## src/rtl/byte_add_pkg.sv

```systemverilog
// Shared types and constants for the byte-serial adder sequencer.
// Optional subtract mode is enabled by the ADD_SUB_EN macro.
package byte_add_pkg;

    localparam int BYTE_W = 8;

    typedef enum logic [1:0] {
        S_IDLE = 2'd0,
        S_RUN  = 2'd1,
        S_DONE = 2'd2
    } state_e;

    // Byte index needs at least one bit even for a single-byte operand.
    function automatic int idx_w(input int n);
        return (n <= 1) ? 1 : $clog2(n);
    endfunction

endpackage

```

## src/rtl/byte_add_seq_if.sv

```systemverilog
// Start/busy/done bundle between a client and the byte-serial adder.
// The sub member exists only when ADD_SUB_EN is defined.
interface byte_add_seq_if #(
    parameter int NBYTES = 4
);
    import byte_add_pkg::*;

    logic                       start;
    logic [BYTE_W*NBYTES-1:0]   A;
    logic [BYTE_W*NBYTES-1:0]   B;
    logic                       c;
`ifdef ADD_SUB_EN
    logic                       sub;
`endif
    logic                       busy;
    logic                       done;
    logic [BYTE_W*NBYTES-1:0]   O;
    logic                       o;

`ifdef ADD_SUB_EN
    modport master (
        output start, A, B, c, sub,
        input  busy, done, O, o
    );
    modport slave (
        input  start, A, B, c, sub,
        output busy, done, O, o
    );
`else
    modport master (
        output start, A, B, c,
        input  busy, done, O, o
    );
    modport slave (
        input  start, A, B, c,
        output busy, done, O, o
    );
`endif

endinterface

```

## src/rtl/byte_adder_core.sv

```systemverilog
// Purely combinational 8-bit adder slice with carry in and out.
module byte_adder_core (
    input  logic [7:0] a,
    input  logic [7:0] b,
    input  logic       ci,
    output logic [7:0] s,
    output logic       co
);

    assign {co, s} = {1'b0, a} + {1'b0, b} + {8'd0, ci};

endmodule

```

## src/rtl/byte_add_seq.sv

```systemverilog
// Adds two NBYTES-wide operands one byte per clock through a shared slice.
// ADD_SUB_EN adds a captured sub flag that turns the operation into A - B.
module byte_add_seq
    import byte_add_pkg::*;
#(
    parameter int NBYTES = 4
) (
    input  logic           clk,
    input  logic           rst_n,
    byte_add_seq_if.slave  bus
);

    localparam int W     = BYTE_W * NBYTES;
    localparam int IDX_W = idx_w(NBYTES);
    localparam logic [IDX_W-1:0] LAST = IDX_W'(NBYTES - 1);

    state_e             state_q;
    logic [IDX_W-1:0]   idx_q;
    logic               carry_q;
    logic [W-1:0]       a_q;
    logic [W-1:0]       b_q;
    logic [W-1:0]       sum_q;
    logic               cout_q;
    logic               busy_q;
    logic               done_q;
`ifdef ADD_SUB_EN
    logic               sub_q;
`endif

    logic [BYTE_W-1:0]  a_byte;
    logic [BYTE_W-1:0]  b_byte;
    logic [BYTE_W-1:0]  s_d;
    logic               co_d;

    assign a_byte = a_q[{idx_q, 3'b000} +: BYTE_W];
`ifdef ADD_SUB_EN
    // Two's-complement subtract: invert B here, carry preset to 1 on start.
    assign b_byte = b_q[{idx_q, 3'b000} +: BYTE_W] ^ {BYTE_W{sub_q}};
`else
    assign b_byte = b_q[{idx_q, 3'b000} +: BYTE_W];
`endif

    byte_adder_core u_core (
        .a  (a_byte),
        .b  (b_byte),
        .ci (carry_q),
        .s  (s_d),
        .co (co_d)
    );

    always_ff @(posedge clk or negedge rst_n) begin
        if (!rst_n) begin
            state_q <= S_IDLE;
            idx_q   <= '0;
            carry_q <= 1'b0;
            a_q     <= '0;
            b_q     <= '0;
            sum_q   <= '0;
            cout_q  <= 1'b0;
            busy_q  <= 1'b0;
            done_q  <= 1'b0;
`ifdef ADD_SUB_EN
            sub_q   <= 1'b0;
`endif
        end else begin
            unique case (state_q)
                S_IDLE: begin
                    done_q <= 1'b0;
                    if (bus.start) begin
                        a_q     <= bus.A;
                        b_q     <= bus.B;
                        sum_q   <= '0;
                        idx_q   <= '0;
`ifdef ADD_SUB_EN
                        sub_q   <= bus.sub;
                        carry_q <= bus.sub | bus.c;
`else
                        carry_q <= bus.c;
`endif
                        busy_q  <= 1'b1;
                        state_q <= S_RUN;
                    end
                end
                S_RUN: begin
                    sum_q[{idx_q, 3'b000} +: BYTE_W] <= s_d;
                    carry_q <= co_d;
                    if (idx_q == LAST) begin
                        cout_q  <= co_d;
                        done_q  <= 1'b1;
                        state_q <= S_DONE;
                    end else begin
                        idx_q <= idx_q + 1'b1;
                    end
                end
                S_DONE: begin
                    done_q  <= 1'b0;
                    busy_q  <= 1'b0;
                    state_q <= S_IDLE;
                end
                default: begin
                    done_q  <= 1'b0;
                    busy_q  <= 1'b0;
                    state_q <= S_IDLE;
                end
            endcase
        end
    end

    assign bus.busy = busy_q;
    assign bus.done = done_q;
    assign bus.O    = sum_q;
    assign bus.o    = cout_q;

endmodule

```

## src/flat_wrapper.sv

```systemverilog
// flat-port wrapper written by rule: the top's interface ports become plain ports
module byte_add_seq_flat import byte_add_pkg::*;
#(
    parameter int NBYTES = 4
)
  (clk, rst_n, bus_start, bus_A, bus_B, bus_c, bus_busy, bus_done, bus_O, bus_o);
  byte_add_seq_if #(.NBYTES(NBYTES)) bus_i ();
  input  logic clk;
  input  logic rst_n;
  input wire logic [$bits(bus_i.start)-1:0] bus_start;
  input wire logic [$bits(bus_i.A)-1:0] bus_A;
  input wire logic [$bits(bus_i.B)-1:0] bus_B;
  input wire logic [$bits(bus_i.c)-1:0] bus_c;
  output wire logic [$bits(bus_i.busy)-1:0] bus_busy;
  output wire logic [$bits(bus_i.done)-1:0] bus_done;
  output wire logic [$bits(bus_i.O)-1:0] bus_O;
  output wire logic [$bits(bus_i.o)-1:0] bus_o;
  assign bus_i.start = bus_start;
  assign bus_i.A = bus_A;
  assign bus_i.B = bus_B;
  assign bus_i.c = bus_c;
  assign bus_busy = bus_i.busy;
  assign bus_done = bus_i.done;
  assign bus_O = bus_i.O;
  assign bus_o = bus_i.o;
  byte_add_seq #(.NBYTES(NBYTES)) u_core (.clk(clk), .rst_n(rst_n), .bus(bus_i));
endmodule
```

## config.mk

```make
export PLATFORM = sky130hd
export DESIGN_NAME = byte_add_seq_flat
export DESIGN_NICKNAME = d
export VERILOG_FILES = /design/src/rtl/byte_add_pkg.sv /design/src/rtl/byte_add_seq_if.sv /design/src/rtl/byte_adder_core.sv /design/src/rtl/byte_add_seq.sv /design/src/flat_wrapper.sv
export SDC_FILE = /design/constraint.sdc
export NUM_CORES = 1
export LEC_CHECK = 0
export ABC_AREA = 1
export BUFFER_PORTS_ARGS = -buffer_cell sky130_fd_sc_hd__buf_2
export CORE_UTILIZATION = 40
export DETAILED_ROUTE_END_ITERATION = 8
export SYNTH_ARGS = -nofsm -noshare
export SYNTH_HDL_FRONTEND = slang
export SYNTH_SLANG_ARGS = --single-unit
```

## constraint.sdc

```tcl
create_clock -name clk -period 5.2 [get_ports clk]
set_input_delay 0 -clock clk [delete_from_list [all_inputs] [get_ports clk]]
set_output_delay 0 -clock clk [all_outputs]
set_load 0.01 [all_outputs]
```

## Word-level counts from Yosys, hierarchy flattened

Index checks and enable logic that the tools add are counted.

- Memory bits (writable): 0
- Logic and storage cells: 46
- Output and inout bits: 35
- Latch bits: 0
- Memories: 0
- Input port bits: 68
- Register bits: 104
- ROM bits: 0

- Multiplexer cells: 15
- Div/mod/pow operators: 0
- $mul: 0
- $add $sub $neg: 4
- Equality and inequality tests: 5
- Reduce and logical (&&, ||, !) cells: 8
- Magnitude comparators: 0
- Bitwise gates (word level): 1
- Shifts and indexed selects: 4

Operators with widths:

| operator | count |
|---|---|
| case mux 32 bit (2 select lines) | 1 |
| variable part select 32 x 6 -> 8 bit | 2 |
| bitwise mux 32 bit | 1 |
| 2-to-1 mux 32 bit | 1 |
| variable shift 8 x 7 -> 32 bit, first input constant | 1 |
| variable part select 8 x 7 -> 32 bit | 1 |
| AND reduction 2 bit | 5 |
| adder 8 x 8 -> 9 bit | 1 |
| adder 9 x 1 -> 9 bit | 1 |
| 2-to-1 mux 2 bit | 4 |
| case mux 2 bit (2 select lines) | 2 |
| negation 5 -> 7 bit | 1 |
| 2-to-1 mux 1 bit | 4 |
| inequality test 2 bit, second input constant | 2 |
| case mux 1 bit (2 select lines) | 2 |
| AND reduction 3 bit | 1 |
| adder 2 x 1 -> 2 bit, second input constant | 1 |
| == test 2 x 1 -> 1 bit, second input constant | 1 |
| == test 2 bit, second input constant | 1 |
| zero test 2 bit | 1 |
| inequality test 2 x 1 -> 1 bit, second input constant | 1 |
| nonzero test 2 bit | 1 |
| inverter 1 bit | 1 |

## Logic depth before layout (Yosys ltp)

Gate-level depths: netlist of run 1.

- Word-level depth: 6
- Gate-level depth with buffers: 15
- Gate-level depth less buffers: 13

## Modules after synthesis

Synthesis of run 1 repeated with hierarchy kept, for this count alone.

- Cell total of the unflattened synthesis: 689
- Area, all modules: 5393.9 sq um

By module, submodules not included:

| module | seq. area each (sq um) | area each (sq um) | times used | cells an instance |
|---|---|---|---|---|
| byte_add_seq | 2602.5 | 5047.3 | 1 | 630 |
| byte_adder_core | 0.0 | 346.6 | 1 | 59 |

## Worst setup path after synthesis of run 1

OpenSTA, ideal clock, no wires.

- Path kind: register to register
- Start: reg u_core.idx_q[0]
- End: reg u_core.sum_q[6], in the netlist u_core.bus.O[6]
- Cell stages (with the launch flop): 16
- Library setup time: 0.130 ns
- Slack: 2.603 ns
- Data arrival time: 2.467 ns
- Required time: 5.070 ns
- Cell sequence: dfrtp_1 -> buf_2 -> clkinv_1 -> clkbuf_1 -> nor2_1 -> o22ai_1 -> fa_1 -> fa_1 -> nand2_1 -> nand2_1 -> nand3b_1 -> nand2_1 -> nand2_1 -> nand2_1 -> nand2_1 -> o21ai_0

- Word-level cells in the longest chain between the ends: 6
- Elaborated cells on any way between the ends: 9

Ends and longest elaborated chain:

| element | line | text |
|---|---|---|
| start, declared | byte_add_seq.sv:18 | `logic [IDX_W-1:0] idx_q;` |
| start signal, assigned | byte_add_seq.sv:92 | `idx_q <= idx_q + 1'b1;` |
| variable part select 32 x 6 -> 8 bit (on tied branches) | byte_add_seq.sv:35, byte_add_seq.sv:40 |  |
| adder 8 x 8 -> 9 bit | byte_adder_core.sv:10 | `assign {co, s} = {1'b0, a} + {1'b0, b} + {8'd0, ci};` |
| adder 9 x 1 -> 9 bit | byte_adder_core.sv:10 |  |
| variable part select 8 x 7 -> 32 bit | byte_add_seq.sv:85 | `sum_q[{idx_q, 3'b000} +: BYTE_W] <= s_d;` |
| bitwise mux 32 bit (*) | byte_add_seq.sv:85 |  |
| case mux 32 bit (2 select lines) (*) | byte_add_seq.sv:66 | `unique case (state_q)` |
| end signal, assigned | byte_add_seq.sv:58 | `sum_q <= '0;` |
| end signal, assigned | byte_add_seq.sv:72 | `sum_q <= '0;` |
| end signal, assigned by index | byte_add_seq.sv:85 |  |
| end, declared | byte_add_seq.sv:22 | `logic [W-1:0] sum_q;` |

Mark *: on every way between the ends. The rest lies on a longest branch, timed or not.
A chain may end at the register's enable or synchronous reset.

## Worst setup path after layout of run 1

- Start: reg u_core.idx_q[0]
- End: reg u_core.sum_q[28], in the netlist u_core.bus.O[28]

Same word-level chain as after synthesis.

==> results of run 1 <==
state kept, by name, summed over array words and instances, names as in the netlist:
| register | count |
|---|---|
| u_core.state_q | 2 |
| u_core.bus.O | 32 |
| u_core.b_q | 32 |
| u_core.bus.done | 1 |
| u_core.a_q | 32 |
| u_core.carry_q | 1 |
| u_core.idx_q | 2 |
| u_core.bus.o | 1 |
| u_core.bus.busy | 1 |
logic make-up (layout without fill, tap and decap cells):
family                   Yosys count  after routing
AND/OR/NAND/NOR                  342            342
adder cells (fa/ha/maj)           13             13
XOR/XNOR                           3              3
flip-flops                       104            104
buffers and inverters             62            224
AO/OA/AOI/OAI                     77             77
path summary, 6_finish.rpt:
kind	from	end	slack, ns	depth (start not counted)
worst max-delay path	u_core.idx_q[0]$_DFFE_PN0P_	u_core.bus.O[28]$_DFFE_PN0P_	1.80	11
worst min-delay path	rst_n	u_core.bus.O[16]$_DFFE_PN0P_	0.23	2
worst max register to register	u_core.idx_q[0]$_DFFE_PN0P_	u_core.bus.O[28]$_DFFE_PN0P_	1.80	11
worst min register to register	u_core.a_q[17]$_DFFE_PN0P_	u_core.a_q[17]$_DFFE_PN0P_	0.47	2
max in group asynchronous	rst_n	u_core.a_q[16]$_DFFE_PN0P_	3.81	3
min in group clk	bus_A[22]	u_core.a_q[22]$_DFFE_PN0P_	0.39	4
where the power goes:
| group | internal [W] | switching, W | total [W] | leakage [nW] |
|---|---|---|---|---|
| clock | 0.000449 | 0.000291 | 0.000740 | 0.159 |
| sequential | 0.00113 | 0.000215 | 0.00134 | 1.34 |
| combinational | 0.000705 | 0.00135 | 0.00206 | 1.98 |
cells in the final DEF, fill, tap and decap left out, types with 2 or more instances in the layout:
cell type / instances
a21oi_1: 4
clkbuf_16: 9
dfrtp_1: 104
ha_1: 11
buf_2: 101
buf_4: 4
nor2_2: 2
o21ai_0: 48
nor2_1: 40
clkbuf_8: 2
nand2_1: 269
nand4_1: 6
dlygate4sd3_1: 66
inv_2: 7
nor3_4: 2
nand3_1: 16
bufinv_16: 2
fa_1: 2
nand2_2: 2
o22ai_1: 19
o31ai_1: 2
xnor2_1: 2
inv_1: 29
worst reg2reg max path: stages (launching register included):
cell and delay (ns):
dfrtp_1 0.35, clkinv_1 0.77, o21ai_0 0.45, o22ai_1 0.15, fa_1 0.46, fa_1 0.43
nand2_1 0.09, nand2_1 0.06, nand2_1 0.07, xnor2_1 0.19, nand3_1 0.14, o21ai_0 0.17
cell type report:
class,count,area share (%)
tap,143,2.765
multi-input combinational,435,31.23
sequential,104,40.22
clock inverter,4,1.180
timing repair buffer,171,18.49
inverter,37,2.147
clock buffer,12,3.964
per-layer routing:
metal,track usage (%),routed length [um],vias up
met5,0,0,-
met4,7.733,276,0
met3,3.186,454,17
met2,37.47,6572,122
met1,28.73,5850,2134
li1,-,-,2216
per-stage QoR:
step	utilization (%)	hold WS, ns	area [um2]	setup WS (ns)
floorplan	-	-0.2956	4875	2.603
global placement	46.96	0.05733	5477	1.965
detailed placement	46.96	0.06605	5477	1.839
CTS	55.48	0.2473	6470	1.806
global route	55.48	0.2847	6470	1.400
finish	55.48	0.2265	6470	1.804
repair_timing:
| item | in CTS | in global routing |
|---|---|---|
| setup buffers | 0 | 0 |
| hold buffers | 66 | 0 |
| gates resized for setup | 0 | 0 |
| hold endpoints to repair | 112 | 0 |
==> impl_metrics.json, run 1 <==
{
  "status": "finished clean",
  "synth_area_leaders": "dfrtp_1 53%, nand2_1 21%, o21ai_0 4.9%",
  "synthMuxAreaShare_pct": 0,
  "drtIter0Drc": 203,
  "antenna_left": 0,
  "slowest_delay_ns": 0.77,
  "hold_class": "primary input to asynchronous set/reset pin",
  "vias": 4489,
  "finalSetupViolCount": 0,
  "drive_above_1_share_pct": 18.22,
  "synthCells": 601,
  "ys_ff_latch": 104,
  "skew_ns": 0.008892,
  "grt_max_degree": 69,
  "yosysMostFrequentCell": "nand2_1",
  "yosysWarnings": 0,
  "cp_common_cell": "nand2_1",
  "syn_to_final_growth_pct": 32.73,
  "diodes": 0,
  "arrival_ns": 3.65,
  "yosys.area_share.simple_pct": 28.54,
  "p_total_w": 0.004138,
  "ir_worst_vdd_uv": 266.3,
  "start_util_pct": 41.80,
  "yosysTopAreaCellShare_pct": 53.39,
  "seq_area_mm2": 0.002603,
  "hold_viol_final": 0,
  "power_leakage_nw": 3.479,
  "worst_slew_pin_slew_ns": 1.061,
  "placed_cells": 824,
  "synth-xor-area-share_pct": 0.5390,
  "path_max_fanout": 37,
  "finalMaxSlewViolations": 0,
  "yosysSeqAreaShare_pct": 53.39,
  "dp_hpwl_um": 8903,
  "worst_path_max_delay_cell": "clkinv_1",
  "yosys-top-cells-count": "269 x nand2_1, 104 x dfrtp_1, 48 x o21ai_0, 40 x nor2_1, 29 x inv_1",
  "clk_path_buf_depth": 2,
  "core_area_mm2": 0.01166,
  "final_nets": 839,
  "gp_congestion": 0.8750,
  "clock_latency_ns": 0.34,
  "htreeDepth": 3,
  "synth_cell_types": 32,
  "max_cap_viol_count": 0,
  "required_ns": 5.46,
  "rsz0062_at_grt": "no",
  "grt_antenna_before_repair": 0,
  "start_kind": "flip-flop",
  "power_density_mw_per_mm2": 639.6,
  "synth_nets": 682,
  "synthAdderAreaFrac_pct": 3.645,
  "rows": 39,
  "cts_sinks": 104,
  "grt_pass1_vias": 4571,
  "cts_root_buf": "clkbuf_16",
  "dr.pass1.iters": 5,
  "grt_pass1_wl_um": 21710,
  "synth_compound_area_share_pct": 8.727,
  "maxSlewHeadroom_pct": 29.27,
  "yosys.area.top_type": "dfrtp_1",
  "final_cells": 906,
  "wirelength_um": 13150,
  "mappedNetlistArea_mm2": 0.004875,
  "wire_per_inst_um": 14.52,
  "syn_avg_cell_area_um2": 8.111,
  "cts_buffers": 9,
  "critPathTopFamily": "adder cells",
  "grt-ovfl-total": 0,
  "multi_input_area_mm2": 0.002021,
  "drcViolationCount": 0,
  "worst-setup-path-type": "flip-flop to flip-flop",
  "synth-main-ff-cell": "dfrtp_1",
  "critPathCaptureType": "flip-flop",
  "die-area_mm2": 0.01263,
  "clk_pin_slew_ns": 0.07,
  "cp_num_buf_inv": 1,
  "synth_top_family_by_area": "simple AND/OR/NAND/NOR gates",
  "viasPerCell": 4.955,
  "die_x_um": 112.4,
  "async_flop_share_pct": 100.0,
  "cts_tree": "done",
  "final.period_utilization_pct": 65.30,
  "nFillCells": 1109,
  "num_io_pins": 103,
  "fmax_mhz": 294.5,
  "die-height_um": 112.4,
  "synth-edff-count": 0,
  "grtUsageTotal_pct": 21.99,
  "crit_chain": "clkinv_1, o21ai_0, o22ai_1, fa_1, fa_1, nand2_1, nand2_1, nand2_1, xnor2_1, nand3_1, o21ai_0",
  "io_buffers": 102,
  "tns_ns": 0,
  "min_period_ns": 3.396
}
Power figures use the tool's default switching activity.
==> run 2, diff against run 1 <==
==> constraint.sdc (replaced) <==
create_clock -name clk -period 2.8 [get_ports clk]
set_input_delay 0 -clock clk [delete_from_list [all_inputs] [get_ports clk]]
set_output_delay 0 -clock clk [all_outputs]
set_load 0.01 [all_outputs]
==> run 2 against run 1 <==
Compared with the run above: clock power grew 78%; die area unchanged; worst hold slack worse by 0.031 ns; via count fell by 0.78%; fmax is 32% higher; count of clock-buffer cells in the layout unchanged; flip-flop and latch count unchanged; sequential power rose by 86%; combinational power is 91% higher; total power up 87%; final area up 1.3%; sequential share of layout area down 0.49 points; critical path type unchanged; largest cell class unchanged.
==> impl_metrics.json, run 2 (synthesis gave the netlist of run 1 again) <==
{
  "path_depth": 11,
  "cts_sinks": 104,
  "wirelength_um": 13130,
  "multi_input_area_mm2": 0.002021,
  "cp_common_cell": "nand2_1",
  "clk_path_buf_depth": 2,
  "worst-setup-path-type": "flip-flop to flip-flop",
  "antenna_left": 0,
  "skew_ns": 0.007352,
  "critPathTopFamily": "adder cells",
  "arrival_ns": 2.85,
  "die-height_um": 112.4,
  "wire_per_inst_um": 14.32,
  "slowest_delay_ns": 0.44,
  "dr.pass1.iters": 5,
  "start_util_pct": 41.80,
  "grt_antenna_before_repair": 0,
  "htreeDepth": 3,
  "p_total_w": 0.007734,
  "grt_pass1_wl_um": 22220,
  "cts_root_buf": "clkbuf_16",
  "path_max_fanout": 7,
  "vias": 4454,
  "worst_slew_pin_slew_ns": 0.9248,
  "max_cap_viol_count": 0,
  "nFillCells": 1079,
  "dp_hpwl_um": 9125,
  "power_density_mw_per_mm2": 1180,
  "seq_area_mm2": 0.002605,
  "start_kind": "flip-flop",
  "r2r_start": "u_core.idx_q[0]$_DFFE_PN0P_",
  "fin_util_pct": 56.22,
  "critPathCaptureType": "flip-flop",
  "core_area_mm2": 0.01166,
  "mostFrequentLayoutCell": "nand2_1",
  "num_io_pins": 103,
  "grt_max_degree": 60,
  "r2r_setup_slack_ns": 0.22,
  "final.period_utilization_pct": 91.99,
  "gp_congestion": 0.8778,
  "tns_ns": 0,
  "final_nets": 850,
  "worst_path_max_delay_cell": "dfrtp_2",
  "grtUsageTotal_pct": 22.54,
  "cts_tree": "done",
  "io_buffers": 102,
  "rr_endpoint": "u_core.bus.O[28]$_DFFE_PN0P_",
  "grt-ovfl-total": 0,
  "crit_chain": "clkinvlp_4, o21ai_0, o22ai_1, fa_1, fa_1, nand2_1, nand2_1, nand2_1, xnor2_1, nand3_1, o21ai_1",
  "fmax_mhz": 388.3,
  "rsz0062_at_grt": "no",
  "finalMaxSlewViolations": 0,
  "die_x_um": 112.4,
  "layout_common_cells": "269 x nand2_1, 102 x dfrtp_1, 101 x buf_2",
  "hold_viol_final": 0,
  "maxSlewHeadroom_pct": 38.34,
  "min_period_ns": 2.576,
  "status": "finished clean",
  "die-area_mm2": 0.01263,
  "crit_path_end": "u_core.bus.O[28]$_DFFE_PN0P_",
  "finalSetupViolCount": 0,
  "ff2ff_path_depth": 11,
  "cts_buffers": 9,
  "clk_pin_slew_ns": 0.07,
  "drtIter0Drc": 245,
  "rows": 39,
  "critPathLaunch": "u_core.idx_q[0]$_DFFE_PN0P_",
  "diodes": 0,
  "drive_above_1_share_pct": 19.90,
  "cp_num_buf_inv": 1,
  "drcViolationCount": 0,
  "syn_to_final_growth_pct": 34.50,
  "hold_class": "primary input to asynchronous set/reset pin",
  "grt_pass1_vias": 4571,
  "ir_worst_vdd_uv": 519.3,
  "power_leakage_nw": 3.528,
  "clock_latency_ns": 0.35,
  "required_ns": 3.08,
  "viasPerCell": 4.857
}
[run 2: power breakdown]
part | switching (W) | total, W | internal [W]
Sequential | 0.000394 | 0.00249 | 0.00209
Clock | 0.000550 | 0.00132 | 0.000766
Combinational | 0.00254 | 0.00393 | 0.00139
[run 2: how the worst min path moves through the flow]
| stage | from | depth (start not counted) | endpoint |
|---|---|---|---|
| floorplan | rst_n | 0 | u_core.a_q[0]$_DFFE_PN0P_ |
| global placement | rst_n | 1 | u_core.bus.O[1]$_DFFE_PN0P_ |
| detailed placement | rst_n | 1 | u_core.bus.O[3]$_DFFE_PN0P_ |
| CTS | bus_start | 6 | u_core.a_q[22]$_DFFE_PN0P_ |
| global route | bus_start | 6 | u_core.a_q[28]$_DFFE_PN0P_ |
| finish | rst_n | 2 | u_core.bus.O[3]$_DFFE_PN0P_ |
[run 2: layout make-up]
cell class	instances	share of cell area (%)
Timing Repair Buffer	182	19.69
Tap cell	143	2.729
Clock inverter	4	0.7824
Clock buffer	12	4.065
Multi-Input combinational cell	435	30.82
Sequential cell	104	39.73
Inverter	37	2.176
[run 2: timing repair]
action	4_1_cts	5_1_grt
endpoints found under the setup margin	0	17
hold buffers	66	0
setup buffers	0	3
resized for setup	0	5
hold endpoints to repair	110	0
[run 2: per-stage QoR]
step	hold WS [ns]	area [um2]	setup WS (ns)	cells
detailed placement	0.04973	5549	0.05350	832
floorplan	-0.2956	4875	0.2032	601
global route	0.2268	6556	0.01275	917
CTS	0.2120	6528	0.03439	914
global placement	0.03970	5549	0.2357	832
finish	0.1952	6556	0.2244	917
[run 2: per-layer routing]
layer	vias to the layer above	wire length [um]	GRT usage [%]	share of wire, %
li1	2239	-	-	-
met4	0	274	7.467	2.1
met1	2092	5996	28.90	46
met2	104	6360	38.63	48
met3	19	496	4.104	3.8
met5	-	0	0	0
==> run 3, diff against run 2 <==
--- a/config.mk
+++ b/config.mk
@@ -7,8 +7,11 @@
 export LEC_CHECK = 0
 export ABC_AREA = 1
 export BUFFER_PORTS_ARGS = -buffer_cell sky130_fd_sc_hd__buf_2
-export CORE_UTILIZATION = 40
+export CELL_PAD_IN_SITES_DETAIL_PLACEMENT = 1
+export CELL_PAD_IN_SITES_GLOBAL_PLACEMENT = 2
+export CORE_UTILIZATION = 28
 export DETAILED_ROUTE_END_ITERATION = 8
+export PLACE_DENSITY_LB_ADDON = 0.1
 export SYNTH_ARGS = -nofsm -noshare
 export SYNTH_HDL_FRONTEND = slang
 export SYNTH_SLANG_ARGS = --single-unit
==> run 3 against run 2 <==
Compared with the run above: fmax decreased by 0.46%; non-clock buffer count decreased by 3; worst hold slack got worse by 0.033 ns; sequential power increased by 2%; register-to-register slack about the same; final cell count increased by 8.0%; final area increased by 1.3%; global-route usage decreased by 4.3 points; die area increased by 42%; flip-flop and latch count unchanged; combinational power increased by 4%.
==> impl_metrics.json, run 3 (synthesis gave the netlist of run 1 again) <==
{
  "htreeDepth": 3,
  "max_cap_viol_count": 0,
  "vias": 4474,
  "dr.pass1.iters": 4,
  "required_ns": 3.07,
  "start_util_pct": 28.98,
  "worst_slew_pin_slew_ns": 0.6116,
  "start_kind": "flip-flop",
  "finalMaxSlewViolations": 0,
  "placed_area_mm2": 0.005670,
  "wirelength_um": 15380,
  "clk_pin_slew_ns": 0.07,
  "die_x_um": 133.9,
  "cts_tree": "done",
  "antenna_left": 0,
  "clock_latency_ns": 0.36,
  "post_cts_buffers": 0,
  "grt_antenna_before_repair": 0,
  "drtIter0Drc": 193,
  "min_period_ns": 2.587,
  "io_buffers": 102,
  "syn_to_final_growth_pct": 36.22,
  "core_area_mm2": 0.01682,
  "drcViolationCount": 0,
  "grtUsageTotal_pct": 18.27,
  "skew_ns": 0.008738,
  "diodes": 0,
  "hold_viol_final": 0,
  "worst-setup-path-type": "flip-flop to flip-flop",
  "critPathCaptureType": "flip-flop",
  "die-area_mm2": 0.01794,
  "mostFrequentLayoutCell": "nand2_1",
  "maxSlewHeadroom_pct": 58.96,
  "gp_congestion": 0.8094,
  "layout_common_cells": "269 x nand2_1, 102 x dfrtp_1, 101 x buf_2",
  "die-height_um": 133.9,
  "hold_class": "primary input to flip-flop",
  "status": "finished clean",
  "clk_path_buf_depth": 2,
  "grt-ovfl-total": 0,
  "rows": 47,
  "grt_max_degree": 63,
  "fin_util_pct": 39.48,
  "p_total_w": 0.007907,
  "power_leakage_nw": 3.514,
  "final.period_utilization_pct": 92.41,
  "final_nets": 847,
  "wire_per_inst_um": 15.54,
  "power_density_mw_per_mm2": 1191,
  "drive_above_1_share_pct": 19.48,
  "num_io_pins": 103,
  "cts_sinks": 104,
  "grt_pass1_wl_um": 25030,
  "ir_worst_vdd_uv": 416.6,
  "fmax_mhz": 386.5,
  "grt_pass1_vias": 4657,
  "viasPerCell": 4.519,
  "dp_hpwl_um": 11290,
  "finalSetupViolCount": 0,
  "cts_root_buf": "clkbuf_16",
  "hold_ws_ns": 0.1621,
  "arrival_ns": 2.86,
  "design_area_mm2": 0.006640,
  "path_max_fanout": 30,
  "cts_buffers": 9
}
-- run 3: changes by cell type in the layout (fill, tap and decap cells not counted), sizes merged --
cell	before	now
buf	116	113
clkinv	2	1
-- run 3: path summary, 6_finish.rpt --
kind	startpoint	endpoint	slack [ns]	depth (start not counted)
setup / recovery	u_core.idx_q[0]$_DFFE_PN0P_	u_core.bus.O[12]$_DFFE_PN0P_	0.21	11
hold / removal	bus_start	u_core.bus.busy$_DFFE_PN0P_	0.16	5
setup reg to reg	u_core.idx_q[0]$_DFFE_PN0P_	u_core.bus.O[12]$_DFFE_PN0P_	0.21	11
hold reg to reg	u_core.a_q[3]$_DFFE_PN0P_	u_core.a_q[3]$_DFFE_PN0P_	0.48	2
max in group asynchronous	rst_n	u_core.idx_q[1]$_DFFE_PN0P_	1.84	3
min in group asynchronous	rst_n	u_core.bus.O[3]$_DFFE_PN0P_	0.20	2
-- run 3: routing by layer --
layer | up-vias | routed length (um) | GRT usage, %
met3 | 9 | 565 | 4.233
met1 | 2148 | 6990 | 23.31
met4 | 0 | 126 | 3.535
met2 | 82 | 7701 | 31.55
met5 | - | 0 | 0
li1 | 2235 | - | -
-- run 3: worst max-delay path, cell delays in order, from the launching register on --
cell,delay [ns]
dfrtp_2,0.45
buf_12,0.17
o21ai_1,0.15
o22ai_1,0.12
fa_1,0.45
fa_1,0.42
nand2_1,0.09
nand2_1,0.07
nand2_1,0.10
xnor2_2,0.14
nand3_1,0.15
o21ai_0,0.17
-- run 3: layout make-up --
type | count | area [um2]
fill | 2059 | 10180
inverter | 37 | 142.6
tap | 220 | 275.3
clock inverter | 3 | 42.54
timing repair buffer | 179 | 1294
multi-input combinational | 435 | 2034
sequential | 104 | 2605
clock buffer | 12 | 246.5
-- run 3: report_power, final --
| part | switching (W) | total [W] | internal [W] |
|---|---|---|---|
| combinational | 0.00266 | 0.00410 | 0.00144 |
| clock | 0.000567 | 0.00128 | 0.000713 |
| sequential | 0.000435 | 0.00253 | 0.00209 |
-- run 3: stage by stage --
step	std cells	worst slack, ns	TNS, ns
detailed placement	909	0.1003	0
global placement	909	0.1985	0
floorplan	601	0.2032	0
CTS	990	0.06440	0
finish	990	0.2125	0
global route	990	-0.02451	-0.03151
-- run 3: repair_timing --
| action | 4_1_cts | 5_1_grt |
|---|---|---|
| endpoints found under the hold margin | 107 | 0 |
| gates resized for setup | 0 | 9 |
| setup endpoints to repair | 0 | 20 |
| hold buffers | 66 | 0 |
